**src/rtl/pending_priority_encoder_pkg.sv**
```systemverilog
// Shared definitions for the pending priority encoder: default width, clog2 helper
// and reset values. Optional feature macro used by this block: ROUND_ROBIN_EN.
package pending_priority_encoder_pkg;

  localparam int DEF_N = 4;

  localparam logic RST_VALID   = 1'b0;
  localparam logic RST_OVERRUN = 1'b0;

  function automatic int clog2_f(input int v);
    int r;
    r = 0;
    for (int i = 0; i < 32; i++) begin
      if ((1 << r) < v) r = r + 1;
    end
    return r;
  endfunction

endpackage

```
**src/rtl/pending_priority_encoder_prio_select.sv**
```systemverilog
// Combinational selector: finds the first set bit of i_vec searching downward from
// i_start with wrap-around; o_any reports whether any bit is set.
module prio_select
  import pending_priority_encoder_pkg::*;
#(
  parameter  int N  = DEF_N,
  localparam int CW = clog2_f(N)
) (
  input  logic [N-1:0]  i_vec,
  input  logic [CW-1:0] i_start,
  output logic          o_any,
  output logic [CW-1:0] o_idx
);

  logic [CW-1:0] w_pos;
  logic          w_found;

  always_comb begin
    o_any   = |i_vec;
    o_idx   = '0;
    w_pos   = '0;
    w_found = 1'b0;
    // N is a power of two, so CW-bit subtraction gives the modulo wrap for free
    for (int k = 0; k < N; k++) begin
      w_pos = i_start - CW'(k);
      if (!w_found && i_vec[w_pos]) begin
        w_found = 1'b1;
        o_idx   = w_pos;
      end
    end
  end

endmodule

```
**src/rtl/pending_priority_encoder.sv**
```systemverilog
// Sticky-pending N:log2(N) priority encoder with valid/ready token output.
// Define ROUND_ROBIN_EN to rotate the search start past the last granted line.
module pending_priority_encoder
  import pending_priority_encoder_pkg::*;
#(
  parameter  int N  = DEF_N,
  localparam int CW = clog2_f(N)
) (
  input  logic          Clk,
  input  logic          Rst,
  input  logic          En,
  input  logic [N-1:0]  Req,
  input  logic          Ready,
  output logic          Valid,
  output logic [CW-1:0] Code,
  output logic [N-1:0]  Pending,
  output logic          Overrun
);

  logic [N-1:0]  r_pending;
  logic          r_valid;
  logic [CW-1:0] r_code;
  logic          r_overrun;

  logic [N-1:0]  w_set;
  logic [N-1:0]  w_clr;
  logic          w_load;
  logic          w_any;
  logic [CW-1:0] w_idx;
  logic [CW-1:0] w_start;

`ifdef ROUND_ROBIN_EN
  logic [CW-1:0] r_ptr;
  assign w_start = r_ptr - CW'(1);
`else
  assign w_start = CW'(N - 1);
`endif

  assign w_set  = Req & {N{En}};
  assign w_load = !r_valid || Ready;

  prio_select #(.N(N)) u_sel (
    .i_vec   (r_pending),
    .i_start (w_start),
    .o_any   (w_any),
    .o_idx   (w_idx)
  );

  always_comb begin
    w_clr = '0;
    if (w_load && w_any) w_clr[w_idx] = 1'b1;
  end

  // set wins over clear, so a re-request of the line just granted stays pending
  always_ff @(posedge Clk) begin
    if (Rst) begin
      r_pending <= '0;
      r_valid   <= RST_VALID;
      r_code    <= '0;
      r_overrun <= RST_OVERRUN;
`ifdef ROUND_ROBIN_EN
      r_ptr     <= '0;
`endif
    end else begin
      r_pending <= (r_pending & ~w_clr) | w_set;
      r_overrun <= |(w_set & r_pending & ~w_clr);
      if (w_load) begin
        if (w_any) begin
          r_valid <= 1'b1;
          r_code  <= w_idx;
`ifdef ROUND_ROBIN_EN
          r_ptr   <= w_idx;
`endif
        end else begin
          r_valid <= 1'b0;
        end
      end
    end
  end

  assign Valid   = r_valid;
  assign Code    = r_code;
  assign Pending = r_pending;
  assign Overrun = r_overrun;

endmodule

```
**config.mk**
```make
export PLATFORM = sky130hd
export DESIGN_NAME = pending_priority_encoder
export DESIGN_NICKNAME = d
export VERILOG_FILES = /design/src/rtl/pending_priority_encoder_pkg.sv /design/src/rtl/pending_priority_encoder_prio_select.sv /design/src/rtl/pending_priority_encoder.sv
export SDC_FILE = /design/constraint.sdc
export NUM_CORES = 1
export LEC_CHECK = 0
export BUFFER_PORTS_ARGS = -buffer_cell sky130_fd_sc_hd__buf_2
export CAP_MARGIN = 0
export CORE_AREA = 2 2 39 41
export CTS_BUF_LIST = sky130_fd_sc_hd__clkbuf_4 sky130_fd_sc_hd__clkbuf_8
export CTS_CLUSTER_SIZE = 30
export DETAILED_ROUTE_END_ITERATION = 10
export DIE_AREA = 0 0 41 43
export PLACE_DENSITY_LB_ADDON = 0.15
export SYNTH_ARGS = -nofsm -noshare
export SYNTH_HDL_FRONTEND = slang
export SYNTH_SLANG_ARGS = --single-unit
```
**constraint.sdc**
```tcl
create_clock -name Clk -period 1.5 [get_ports Clk]
set_input_delay 0.075 -clock Clk [delete_from_list [all_inputs] [get_ports Clk]]
set_output_delay 0.075 -clock Clk [all_outputs]
set_load 0.05 [all_outputs]
```
; After elaboration in Yosys (flattened, before gate mapping)
; Index checks and enable logic that the tools add are counted.
[word_totals]
wordCells = 36
latch_bits = 0
output_inout_bits = 8
rom_bits = 0
ff_bits = 8
ram_bits = 0
inputBits = 8
memories = 0
[classes]
shifts = 0
eq_ne = 0
bitwise = 6
add_sub_neg = 0
magnitude_cmp = 2
n_div = 0
n_reduce_logical = 13
n_mux = 11
multipliers = 0
[ops]
columns = cell, n
row1 = $and 4x4->4, 4
row2 = $mux 2, 4
row3 = $reduce_or 4->1, 2
row4 = $logic_and 1x1->1, 5
row5 = $mux 1, 5
row6 = $logic_not 1->1, 4
row7 = $mux 4, 1
row8 = $not 4->4, 1
row9 = $or 4x4->4, 1
row10 = $lt 2x3->1 const B, 1
row11 = $demux 1 s2, 1
row12 = $ge 2x1->1 const B, 1
row13 = $reduce_and 2->1, 1
row14 = $logic_or 1x1->1, 1

; Depth between registers and ports, before layout
; Gate-level depths: netlist (run 1).
[logic_depth]
word_depth = 18
ltp_mapped = 4
depth_no_buf = 3

; Cells and area by module
; A second synthesis (run 1) with hierarchy kept.
[unflattened]
hier_cells = 58
hier_area_um2 = 450.4
[by_module_without_submodules]
columns = mod, seq_area_each_um2, instances, area_per_inst_um2, cells_each
row1 = pending_priority_encoder, 160.2, 1, 367.9, 45
row2 = prio_select, 0.0, 1, 82.6, 13

; Least setup slack after synthesis (run 1)
; Ideal clock, no wire load.
[synth_timing]
path_type = reg2reg
startpoint = register r_valid (netlist: Valid)
endpoint = register r_overrun (netlist: Overrun)
t_required_ps = 1419
path_stages_with_launch = 5
setup_ps = 81
path_slack_ps = 62
n_path_buf = 1
period_less_slack_ps = 1438
arrival_time_ps = 1357
cell_sequence = dfxtp_1 > nor2b_1 > buf_2 > o211ai_1 > a41oi_1
[synth_between]
elab_chain_len = 7
[synth_rtl]
columns = item, line_no
row1 = start: declaration, pending_priority_encoder.sv:21  ; logic r_valid;
row2 = start signal: assignment, pending_priority_encoder.sv:58  ; r_valid <= RST_VALID;
row3 = start signal: assignment, pending_priority_encoder.sv:69  ; r_valid <= 1'b1;
row4 = start signal: assignment, pending_priority_encoder.sv:75  ; r_valid <= 1'b0;
row5 = $logic_not 1->1, pending_priority_encoder.sv:40  ; assign w_load = !r_valid || Ready;
row6 = $logic_or 1x1->1, pending_priority_encoder.sv:40
row7 = $logic_and 1x1->1, pending_priority_encoder.sv:51  ; if (w_load && w_any) w_clr[w_idx] = 1'b1;
row8 = $mux 4, pending_priority_encoder.sv:51
row9 = $not 4->4, pending_priority_encoder.sv:66  ; r_overrun <= |(w_set & r_pending & ~w_clr);
row10 = $and 4x4->4, pending_priority_encoder.sv:66
row11 = $reduce_or 4->1, pending_priority_encoder.sv:66
row12 = end signal: assignment, pending_priority_encoder.sv:66
row13 = end: declaration, pending_priority_encoder.sv:23  ; logic r_overrun;
; Every way passes these cells.
; A chain may end at the register's enable or synchronous reset.

; Worst setup path after layout (run 1)
[layout_timing]
startpoint = register r_pending[3] (netlist: Pending[3])
endpoint = register r_overrun (netlist: Overrun)
[layout_between]
elab_chain_len = 18
elab_cells_between_ends = 25
classes_between = order compare: 2 / mux: 10 / bitwise: 3 / reduce/logical: 10
[layout_rtl]
columns = item, line_no
row1 = start: declaration, pending_priority_encoder.sv:20  ; logic [N-1:0] r_pending;
row2 = start signal: assignment, pending_priority_encoder.sv:65  ; r_pending <= (r_pending & ~w_clr) | w_set;
row3 = $mux 1, pending_priority_encoder_prio_select.sv:26  ; if (!w_found && i_vec[w_pos]) begin
row4 = $logic_not 1->1, pending_priority_encoder_prio_select.sv:26
row5 = $logic_and 1x1->1, pending_priority_encoder_prio_select.sv:26
row6 = $mux 1, pending_priority_encoder_prio_select.sv:26
row7 = $logic_not 1->1, pending_priority_encoder_prio_select.sv:26
row8 = $logic_and 1x1->1, pending_priority_encoder_prio_select.sv:26
row9 = $mux 1, pending_priority_encoder_prio_select.sv:26
row10 = $logic_not 1->1, pending_priority_encoder_prio_select.sv:26
row11 = [2 not listed], -
row12 = $lt 2x3->1 (implied by the code) / $ge 2x1->1 (equally long branches), pending_priority_encoder.sv:51
row13 = $logic_and 1x1->1 (implied by the code), pending_priority_encoder.sv:51
row14 = $mux 1 (implied by the code), pending_priority_encoder.sv:51
row15 = $demux 1 s2, pending_priority_encoder.sv:51
row16 = $mux 4, pending_priority_encoder.sv:51
row17 = $not 4->4, pending_priority_encoder.sv:66
row18 = $and 4x4->4 *, pending_priority_encoder.sv:66
row19 = $reduce_or 4->1 *, pending_priority_encoder.sv:66
; Every way passes the cells marked *; elsewhere a longest branch is shown, timed or not.

==> run summary, run 1 <==
final wirelength = 818 um
Clock Power Share = 0.310
initial core utilization = 0.255
Mapped Nets = 50
GRT overflow = 0
Worst Setup Start Kind = flip-flop
pre-CTS setup slack = 295 ps
sw frac = 0.317
initial antenna violation count = 0
slowest CP cell = dfxtp_1
Die H = 43 um
final instance area = 464 um^2
clock root cell = clkbuf_4
CTS tree = built
Yosys cell types = 18
Synth top area share = 0.454
vias in the first global route = 288
VDD IR max = 0.376 mV
asr flop ratio synth = 0
drt first pass iters = 4
Comb pwr share = 0.224
antenna cells = 0
Synth area leader = dfxtp_1
area of the multi-input gates = 179 um^2
Max Cap Violations = 0
post-DP HPWL = 609 um
number of H-tree levels = 1
yosys warns = 0
minimum clock period = 1220 ps
worst skew pair latency = 240 ps
die area = 0.00176 mm^2
DP Area = 442 um^2
Lkg Pwr = 0.201 nW
hold_buf cts = 0
Crit path max-delay family = compound AO/OA/AOI/OAI gates
final core utilization = 0.335
ys flop type = dfxtp_1
Worst-Margin Slew = 350 ps
final setup fails = 0
row count = 14
Port Buffers = 15
first-pass GRT wire length = 1190 um
Worst Path Max Fanout = 7
top-count cell post-synth = dfxtp_1
WL per Instance = 11.1 um
Worst path max stage delay = 370 ps
Setup WS post-layout = 280 ps
R2R setup slack = 280 ps
initial DRC count = 5
register bit count reported by yosys = 8
hold crit path type = in -> reg
post_cts resized = 0
worst path buffer plus inverter count = 0
status = completed
clk buf depth = 2
DR vias/cell = 4.74
switching power = 0.163 mW
RSZ-0062 raised after global routing = no
Layout Nets = 68
Cell Int Power = 0.351 mW
CTS Buf Count = 3
clock-pin slew on the worst setup and hold paths = 50 ps
Seq/Total Area, Yosys = 0.454
EDFF count, synth = 0
Synth-to-Final Area Change = 31.6%
Post-Syn Area = 353 um^2
cell chain of the critical path = or2_0 -> o311ai_2 -> a41oi_1
endpoint type of the worst setup path = flip-flop
Setup Fix Bufs, Post-CTS = 0
CP Class = reg -> reg
CTS sink cnt = 8
Residual DRC = 0
fmax = 0.819 GHz
power density over cell area = 1110 mW/mm^2
top post-synthesis cells by count = dfxtp_1 (8), a21oi_1 (6), nand2_1 (4), nor2_1 (4), o21ai_1 (3)
fin crit share = 0.814
ratio of cells with drive above 1 in the final layout = 0.362
mean area per synthesized cell = 8.40 um^2
total I/O pin count = 16
CP required = 1620 ps
Total GRT Usage = 0.101
Core Region = 0.00138 mm^2
final count of hold timing violations = 0
dominant cells by area after synthesis = dfxtp_1 (45%), a21oi_1 (8.5%), o311ai_2 (4.6%), o21ai_1 (4.3%), nand2_1 (4.3%)
Overall Power = 0.514 mW
critical path arrival = 1340 ps
DR vias = 351
part of the power in registers = 0.466
largest net degree at the start of global routing = 12
Final Max Slew Viols = 0
GP Congestion = 0.651
Slew headroom = 0.767
Die W = 41 um
skew final = 0.774 ps
Antenna Nets Post-Route = 0
final setup TNS = 0 ps
Cells after Synth = 42
fill cell count = 150
sequential cell area = 160 um^2
per-stage QoR:
step                      hold slack, ps  std cells
after detailed placement             347         71
final                               94.8         74
after global routing                94.5         74
after CTS                           86.2         74
after global placement               355         71
after floorplan                      209         42
sequential cells by signal, indices dropped and copies added (netlist names):
| name | cells |
|---|---|
| Valid | 1 |
| Pending | 4 |
| Code | 2 |
| Overrun | 1 |
cell families after synthesis:
| group | count (synthesis) | share of synthesized area |
|---|---|---|
| compound gates | 17 | 0.312 |
| buf+inv | 3 | 0.0390 |
| flops | 8 | 0.454 |
| simple gates | 14 | 0.195 |
cells in the final DEF, fill, tap and decap left out, drive strengths merged:
cell	synthesis	layout
buf	3	16
dfxtp	8	8
a21oi	6	6
o21ai	5	5
nand2	4	4
nor2	4	4
clkbuf	0	3
nand2b	2	2
o211ai	2	2
nor2b	1	1
or2	1	1
o31ai	1	1
and2b	1	1
a22oi	1	1
nand3	1	1
o311ai	1	1
a41oi	1	1
power groups by stage:
stage / Clock [mW] / Sequential (mW) / Combinational [mW]
global placement: 0 / 0.243 / 0.116
global route: 0.179 / 0.241 / 0.124
CTS: 0.167 / 0.239 / 0.116
floorplan: 0 / 0.289 / 0.0371
detailed placement: 0 / 0.244 / 0.115
finish: 0.159 / 0.239 / 0.115
worst reg2reg max path: stages, from the launching register on:
cell	delay [ps]
dfxtp_1	370
or2_0	340
o311ai_2	250
a41oi_1	130
metal layers:
metal	wire, um	track usage	up-vias
met5	0	0	-
met1	398	0.158	155
met2	346	0.106	10
met4	4	0.0800	0
li1	-	-	184
met3	68	0.0314	2
final timing paths:
kind | startpoint | end | cells after the start
max reg2reg | Pending[3] | Overrun | 3
min | Rst | Pending[2] | 2
min reg2reg | Code[1] | Code[1] | 2
max | Pending[3] | Overrun | 3
final cells by class:
type	count	area share
sequential	8	0.345
timing repair buffer	16	0.178
multi-input combinational	31	0.385
clock buffer	3	0.0485
tap	16	0.0431
No activity file was read; power rests on OpenSTA's default activity.
==> run 2, diff against run 1 <==
clock period = 1 ns   (was 1.5 ns; I/O delays follow)
==> run 2 against run 1 <==
The run now ends with negative setup slack left. Hold slack lost 33 ps. Non-clock buffer count grew 6. Global-route usage grew 1.9 points. Highest routed layer unchanged.
==> run summary, run 2 (synthesis gave the netlist of run 1 again) <==
initial antenna violation count = 0 (unchanged)
GRT overflow = 0 (unchanged)
largest net degree at the start of global routing = 9 (was 12)
Setup crit start = Pending[3] (unchanged)
skew final = 13.0 ps (was 0.774 ps)
DR vias = 401 (was 351)
vias in the first global route = 334 (was 288)
CP required = 1120 ps (was 1620 ps)
power density over cell area = 1500 mW/mm^2 (was 1110 mW/mm^2)
endpoint type of the worst setup path = flip-flop (unchanged)
hold_buf cts = 0 (unchanged)
Layout Nets = 74 (was 68)
Core Region = 0.00138 mm^2 (unchanged)
fmax = 0.891 GHz (was 0.819 GHz)
sequential cell area = 174 um^2 (was 160 um^2)
Synth-to-Final Area Change = 63.1% (was 31.6%)
Die W = 41 um (unchanged)
VDD IR max = 0.703 mV (was 0.376 mV)
fin crit share = 1.12 (was 0.814)
pre-CTS setup slack = -135 ps (was 295 ps)
hold wc startpoint = Req[1] (was Rst)
CTS Buf Count = 3 (unchanged)
Worst-Margin Slew = 249 ps (was 350 ps)
final setup TNS = -168 ps (was 0 ps)
hold crit path type = in -> reg (unchanged)
final setup fails = 4 (was 0)
worst skew pair latency = 250 ps (was 240 ps)
clock-pin slew on the worst setup and hold paths = 60 ps (was 50 ps)
CP Class = reg -> reg (unchanged)
Residual DRC = 0 (unchanged)
clock root cell = clkbuf_4 (unchanged)
clk buf depth = 2 (unchanged)
Setup WS post-layout = -122 ps (was 280 ps)
post-DP HPWL = 682 um (was 609 um)
initial DRC count = 6 (was 5)
first-pass GRT wire length = 1470 um (was 1190 um)
Lkg Pwr = 0.247 nW (was 0.201 nW)
antenna cells = 0 (unchanged)
initial core utilization = 0.255 (unchanged)
DR vias/cell = 4.95 (was 4.74)
Worst Setup Start Kind = flip-flop (unchanged)
Slew headroom = 0.835 (was 0.767)
hold slack final = 61.5 ps (was 94.8 ps)
worst reg2reg startpoint = Pending[3] (unchanged)
drt first pass iters = 4 (unchanged)
CTS tree = built (unchanged)
Max Cap Violations = 0 (unchanged)
RSZ-0062 raised after global routing = yes (was no)
Overall Power = 0.864 mW (was 0.514 mW)
area of the multi-input gates = 206 um^2 (was 179 um^2)
die area = 0.00176 mm^2 (unchanged)
violated checks = negative setup slack
final count of hold timing violations = 0 (unchanged)
commonest non-fill, non-tap cells in the layout = buf_2 (11), buf_4 (7), a21oi_1 (6), clkbuf_4 (6) (was buf_2 (15), dfxtp_1 (8), a21oi_1 (6))
total I/O pin count = 16 (unchanged)
WL per Instance = 11.6 um (was 11.1 um)
CTS sink cnt = 8 (unchanged)
Antenna Nets Post-Route = 0 (unchanged)
Port Buffers = 15 (unchanged)
fill cell count = 156 (was 150)
critical path arrival = 1240 ps (was 1340 ps)
Largest register FFs = 4 (unchanged)
Die H = 43 um (unchanged)
minimum clock period = 1120 ps (was 1220 ps)
Worst Path Max Fanout = 5 (was 7)
ratio of cells with drive above 1 in the final layout = 0.554 (was 0.362)
number of H-tree levels = 1 (unchanged)
Final Max Slew Viols = 0 (unchanged)
final wirelength = 941 um (was 818 um)
row count = 14 (unchanged)
final core utilization = 0.416 (was 0.335)
commonest non-fill, non-tap cell in the layout = buf_2 (unchanged)
status = complete, but fails checks (was completed)
Total GRT Usage = 0.121 (was 0.101)
GP Congestion = 0.682 (was 0.651)
==> run 2: changes by cell type in the layout (fill, tap and decap cells not counted), moves of 2 or more <==
cell      previous run  this run
buf_4                1         7
dfxtp_2              0         2
clkbuf_4             3         6
buf_6                0         2
buf_2               15        11
dfxtp_1              8         3
dfxtp_4              0         3
==> run 2: final timing paths <==
| path | end | slack (ps) | cells after the start |
|---|---|---|---|
| setup / recovery | Overrun | -120 | 3 |
| hold / removal | Pending[1] | 60 | 3 |
| setup reg to reg | Overrun | -120 | 3 |
| hold reg to reg | Code[1] | 480 | 2 |
==> run 2: repair_timing <==
item | 4_1_cts | 5_1_grt
setup endpoints to repair | 7 | 7
setup buffers | 0 | 1
pin swaps | 2 | 4
resized for setup | 4 | 8
==> run 2: stage by stage <==
step / cell area, um^2 / cells
global route: 576 / 81
finish: 576 / 81
detailed placement: 495 / 76
CTS: 533 / 80
floorplan: 372 / 42
global placement: 495 / 76
==> run 2: where the power goes <==
group	switching, mW	internal, mW	leakage, nW
clock	0.105	0.179	0.0184
combinational	0.139	0.0857	0.160
sequential	0.0156	0.338	0.0685
==> run 2: worst max-delay path: stages, from the launching register on <==
cell and delay (ps):
dfxtp_4 340, or2_4 270, o211ai_1 230, a41oi_2 150
==> run 2: layer usage <==
metal / global-route usage / vias up / routed length (um)
met5: 0 / - / 0
met4: 0.0600 / 0 / 4
met3: 0.0314 / 2 / 61
met2: 0.166 / 15 / 453
met1: 0.168 / 185 / 422
li1: - / 199 / -
==> run 2: area by class of cell <==
class                           count  area share
Clock buffer                        4      0.0522
Tap cell                           16      0.0348
Sequential cell                     8       0.302
Multi-Input combinational cell     31       0.359
Timing Repair Buffer               22       0.252
